### src/rtl/rr_arbiter4.sv
// Four-requester round-robin arbiter feeding a 2-to-4 decoder.
// Grants are held until done, request drop, or an optional hold-time limit.
module rr_arbiter4 #(
  parameter int unsigned HOLD_MAX = 15
) (
  input  logic       clk,
  input  logic       rst_n,
  input  logic [3:0] i_req,
  input  logic       i_done,
  output logic [1:0] o_gnt_idx,
  output logic [1:0] o_sel,
  output logic       o_en,
  output logic       o_preempt
);

  // HOLD_MAX = 0 wraps HoldLast to 255, but LimitOn masks the compare.
  localparam logic [7:0] HoldLast = 8'(HOLD_MAX - 1);
  localparam logic       LimitOn  = (HOLD_MAX != 0);

  typedef enum logic {
    StIdle,
    StGrant
  } state_e;

  state_e     r_state;
  logic [1:0] r_ptr;
  logic [7:0] r_hold_cnt;
  logic [1:0] r_gnt_idx;
  logic [1:0] r_sel;
  logic       r_en;
  logic       r_preempt;

  state_e     w_state_d;
  logic [1:0] w_ptr_d;
  logic [7:0] w_hold_cnt_d;
  logic [1:0] w_gnt_idx_d;
  logic [1:0] w_sel_d;
  logic       w_en_d;
  logic       w_preempt_d;

  logic [7:0] w_req2;
  logic [3:0] w_rot;
  logic [1:0] w_off;
  logic [1:0] w_pick;
  logic       w_rel_done;
  logic       w_rel_drop;
  logic       w_rel_tmo;

  // Rotate requests so bit 0 is the requester at ptr, then priority-encode.
  assign w_req2 = {i_req, i_req};
  assign w_rot  = w_req2[r_ptr +: 4];

  always_comb begin
    w_off = 2'd3;
    if (w_rot[0]) begin
      w_off = 2'd0;
    end else if (w_rot[1]) begin
      w_off = 2'd1;
    end else if (w_rot[2]) begin
      w_off = 2'd2;
    end
  end

  assign w_pick     = r_ptr + w_off;
  assign w_rel_done = i_done;
  assign w_rel_drop = ~i_req[r_gnt_idx];
  assign w_rel_tmo  = LimitOn && (r_hold_cnt == HoldLast);

  always_comb begin
    w_state_d    = r_state;
    w_ptr_d      = r_ptr;
    w_hold_cnt_d = r_hold_cnt;
    w_gnt_idx_d  = r_gnt_idx;
    w_sel_d      = r_sel;
    w_en_d       = r_en;
    w_preempt_d  = 1'b0;
    case (r_state)
      StIdle: begin
        if (|i_req) begin
          w_state_d    = StGrant;
          w_gnt_idx_d  = w_pick;
          w_sel_d      = {w_pick[0], w_pick[1]};
          w_en_d       = 1'b1;
          w_hold_cnt_d = 8'd0;
        end
      end
      StGrant: begin
        if (w_rel_done || w_rel_drop || w_rel_tmo) begin
          w_state_d   = StIdle;
          w_en_d      = 1'b0;
          w_ptr_d     = r_gnt_idx + 2'd1;
          // Only a pure timeout counts as preemption.
          w_preempt_d = w_rel_tmo && !w_rel_done && !w_rel_drop;
        end else if (r_hold_cnt != 8'hFF) begin
          w_hold_cnt_d = r_hold_cnt + 8'd1;
        end
      end
      default: begin
        w_state_d = StIdle;
        w_en_d    = 1'b0;
      end
    endcase
  end

  always_ff @(posedge clk) begin
    if (!rst_n) begin
      r_state    <= StIdle;
      r_ptr      <= 2'd0;
      r_hold_cnt <= 8'd0;
      r_gnt_idx  <= 2'd0;
      r_sel      <= 2'd0;
      r_en       <= 1'b0;
      r_preempt  <= 1'b0;
    end else begin
      r_state    <= w_state_d;
      r_ptr      <= w_ptr_d;
      r_hold_cnt <= w_hold_cnt_d;
      r_gnt_idx  <= w_gnt_idx_d;
      r_sel      <= w_sel_d;
      r_en       <= w_en_d;
      r_preempt  <= w_preempt_d;
    end
  end

  assign o_gnt_idx = r_gnt_idx;
  assign o_sel     = r_sel;
  assign o_en      = r_en;
  assign o_preempt = r_preempt;

endmodule
### config.mk
export PLATFORM = sky130hd
export DESIGN_NAME = rr_arbiter4
export DESIGN_NICKNAME = d
export VERILOG_FILES = /design/src/rtl/rr_arbiter4.sv
export SDC_FILE = /design/constraint.sdc
export NUM_CORES = 1
export LEC_CHECK = 0
export BUFFER_PORTS_ARGS = -buffer_cell sky130_fd_sc_hd__buf_4
export CAP_MARGIN = 20
export CORE_AREA = 3 3 69 71
export DETAILED_ROUTE_END_ITERATION = 10
export DIE_AREA = 0 0 72 74
export GPL_TIMING_DRIVEN = 1
export PLACE_DENSITY_LB_ADDON = 0.25
export SKIP_LAST_GASP = 1
export SYNTH_ARGS = -nofsm -noshare
export SYNTH_HDL_FRONTEND = slang
export SYNTH_SLANG_ARGS = --single-unit
### constraint.sdc
create_clock -name clk -period 3.38 [get_ports clk]
set_clock_uncertainty 0.1 [all_clocks]
set_input_delay 0.338 -clock clk [delete_from_list [all_inputs] [get_ports clk]]
set_output_delay 0.338 -clock clk [all_outputs]
set_load 0.01 [all_outputs]
==> metrics.md <==
| Metric | Value |
|---|---|
| Status | complete, no violations |
| Sequential fraction of the synthesis area | 0.293 |
| Netlist cell types | 42 |
| Area of the multi-input gates | 684 um2 |
| Cts hold-fix bufs | 0 |
| Vias in the first global route | 871 |
| Placed cell count | 174 |
| Initial antenna violation count | 0 |
| Longest Clk Path Bufs | 2 |
| First-pass GRT wire length | 3930 um |
| Initial drt markers | 37 |
| Slowest CP cell | dfxtp_1 |
| Peak VDD IR | 0.000157 V |
| Leakage | 0.475 nW |
| Via Count | 923 |
| FF-to-FF setup slack | 1.33 ns |
| Final setup violating endpoints | 0 |
| # fillers | 479 |
| Core Area | 4290 um2 |
| Mapped Area | 1030 um2 |
| Port Buffer Count | 12 |
| Clock sinks | 15 |
| Global placement routability congestion | 0.799 |
| Post-CTS Setup Bufs | 0 |
| FF+latch area | 300 um2 |
| DP Wirelength | 1800 um |
| Seq cells post-synth | 15 |
| RSZ-0062 raised after global routing | false |
| Commonest cells after routing, fill and taps aside | 15 x dfxtp_1, 12 x buf_4, 11 x nand3_1 |
| Drt drc | 0 |
| Io pins | 13 |
| Worst-Skew Late Latency | 0.26 ns |
| Ys flop type | dfxtp_1 |
| Syn. warnings | 0 |
| Root buf cell | clkbuf_8 |
| Relative slew margins | 0.630 |
| Peak Freq | 0.487 GHz |
| Share of cells above drive strength 1 | 0.190 |
| Crit path max fanout | 7 |
| Hold WC Path Type | in -> reg |
| Psw | 0.142 mW |
| Clock power share | 0.352 |
| Worst reg2reg endpoint | r_hold_cnt[6] |
| Via/cell ratio | 5.19 |
| Pint | 0.312 mW |
| Final nets | 137 |
| Max-Cap Viols | 0 |
| Gr usage total | 0.0934 |
| Sw Ratio | 0.313 |
| CP startpoint kind | flop |
| Final max-slew violation count | 0 |
| Comb power frac | 0.192 |
| Mapped Avg Cell Area | 8.77 um2 |
| Biggest area consumer among synthesized cells | dfxtp_1 |
| R2r worst-path depth | 5 |
| Synth Net Count | 127 |
| Worst Hold Launch | rst_n |
| Area delta synth->final | 16.6% |
| DRT Pass-1 Iters | 4 |
| Die Y | 74 um |
| Slew @ Worst Pin | 0.551 ns |
| Final worst-path cycle share | 0.607 |
| Post-synth top area share | 0.293 |
| # resized after CTS | 0 |
| Hold path depth | 3 |
| Worst flop-to-flop path startpoint | o_gnt_idx[0] |
| Sequential Power Share | 0.456 |
| Post-route antenna net violation count | 0 |
| TNS Setup | 0 ns |
| Final Hold Violating Endpoints | 0 |
| Arr. time, crit path | 2.10 ns |
| Crit path cell chain | mux2i_1 -> a2bb2oi_2 -> nor3_2 -> and4b_1 -> a211o_1 |
| DIE WIDTH | 72 um |
| Pin count of the biggest net entering global routing | 28 |
| Synth Instances | 117 |
| Fraction of registers with async set/reset | 0 |
| Die area | 5330 um2 |
| Setup Crit Path Kind | reg -> reg |
| Ant diodes | 0 |
| Post-synth EDFFs | 0 |
| Worst Hold End | o_preempt |
| Initial Util | 0.239 |
| Most common cell after layout, fill and taps aside | dfxtp_1 |
| CTS H-tree lvls | 1 |
| Min cycle time layout | 2.05 ns |
| WL final | 2460 um |
| DR WL/cell | 13.8 um |
| Slowest stage delay, CP | 0.50 ns |
| Non-Filler Instances | 178 |
| TritonCTS Buffers | 3 |
| Std cell rows | 24 |
| Synth area leaders | dfxtp_1 29%, nand3_1 5.4%, nor4_4 4.1%, ha_1 3.7%, mux2i_1 2.9% |
| CP Capture Type | flop |
| Power density cells | 380 nW/um2 |
| Clk slew on worst S/H paths | 0.07 ns |
| Gr ovfl total | 0 |
| CTS tree | built |
| Data required, critical path | 3.43 ns |
==> cell usage after synthesis, types with 3 or more instances <==
| cell | count |
|---|---|
| nor3b_1 | 3 |
| nand3b_1 | 4 |
| nor3_1 | 4 |
| nand2b_1 | 4 |
| and3_1 | 3 |
| a21oi_1 | 4 |
| and2_1 | 3 |
| o21ai_0 | 5 |
| ha_1 | 3 |
| nand2_1 | 6 |
| nand3_1 | 11 |
| dfxtp_1 | 15 |
| nor2_1 | 7 |
| clkbuf_1 | 5 |
| mux2i_1 | 3 |
| o211ai_1 | 3 |
==> worst max-delay path by stage <==
stage,slack [ns],to,from
6_report,1.33,r_hold_cnt[6],o_gnt_idx[0]
5_1_grt,1.18,r_hold_cnt[0],r_state
4_1_cts,1.30,r_hold_cnt[6],o_gnt_idx[0]
3_5_place_dp,1.32,r_hold_cnt[6],o_gnt_idx[0]
3_3_place_gp,1.33,r_hold_cnt[6],o_gnt_idx[0]
2_1_floorplan,1.54,r_hold_cnt[6],o_gnt_idx[0]
==> power groups by stage <==
stage / combinational [mW] / sequential (mW) / clock, mW
floorplan: 0.0625 / 0.203 / 0
global placement: 0.0867 / 0.212 / 0
detailed placement: 0.0882 / 0.212 / 0
CTS: 0.0887 / 0.208 / 0.163
global route: 0.0961 / 0.210 / 0.168
finish: 0.0874 / 0.207 / 0.160
==> stage by stage <==
step	hold WS (ns)	power [mW]	worst slack [ns]	util	area, um2
after global routing	0.355	0.475	1.18	0.279	1200
after detailed placement	0.406	0.300	1.32	0.267	1150
after floorplan	0.386	0.266	1.54	-	1030
after CTS	0.332	0.459	1.30	0.279	1200
final	0.337	0.455	1.33	0.279	1200
after global placement	0.409	0.299	1.33	0.267	1150
==> flip-flops by register name, summed over array words and instances, names as in the netlist <==
signal,count
o_en,1
o_gnt_idx,1
o_preempt,1
o_sel,1
r_hold_cnt,8
r_ptr,2
r_state,1
==> per-layer routing <==
metal / wire length [um] / vias to the layer above / global-route usage
met5: 0 / - / 0
li1: - / 458 / -
met3: 97 / 2 / 0.0284
met2: 1190 / 14 / 0.166
met4: 16 / 0 / 0.0251
met1: 1160 / 449 / 0.109
==> cell type report <==
class,count,area share
flip-flops and latches,15,0.251
clock inverters,1,0.00628
repair buffers,12,0.0753
well taps,52,0.0544
inverters,2,0.00628
multi-input cells,93,0.572
clock buffers,3,0.0345
==> worst max-delay path, delay by kind of cell (launching register included) <==
| kind | cells | cell delay (ns) |
|---|---|---|
| and+or+nand+nor | 2 | 0.38 |
| muxes | 1 | 0.33 |
| AOI/OAI and AO/OA | 2 | 0.62 |
| DFF | 1 | 0.50 |
==> kinds of logic (layout without fill, tap and decap cells) <==
group                      after synthesis  after routing  share of synthesized area
muxes                                    4              4                     0.0439
and+or+nand+nor                         58             58                      0.373
AOI/OAI and AO/OA                       27             27                      0.205
buffers and inverters                    9             18                     0.0402
DFF                                     15             15                      0.293
adders and majority gates                3              3                     0.0366
xor gates and xnor gates                 1              1                    0.00854
Note: power is estimated with default switching activity, not from simulation.
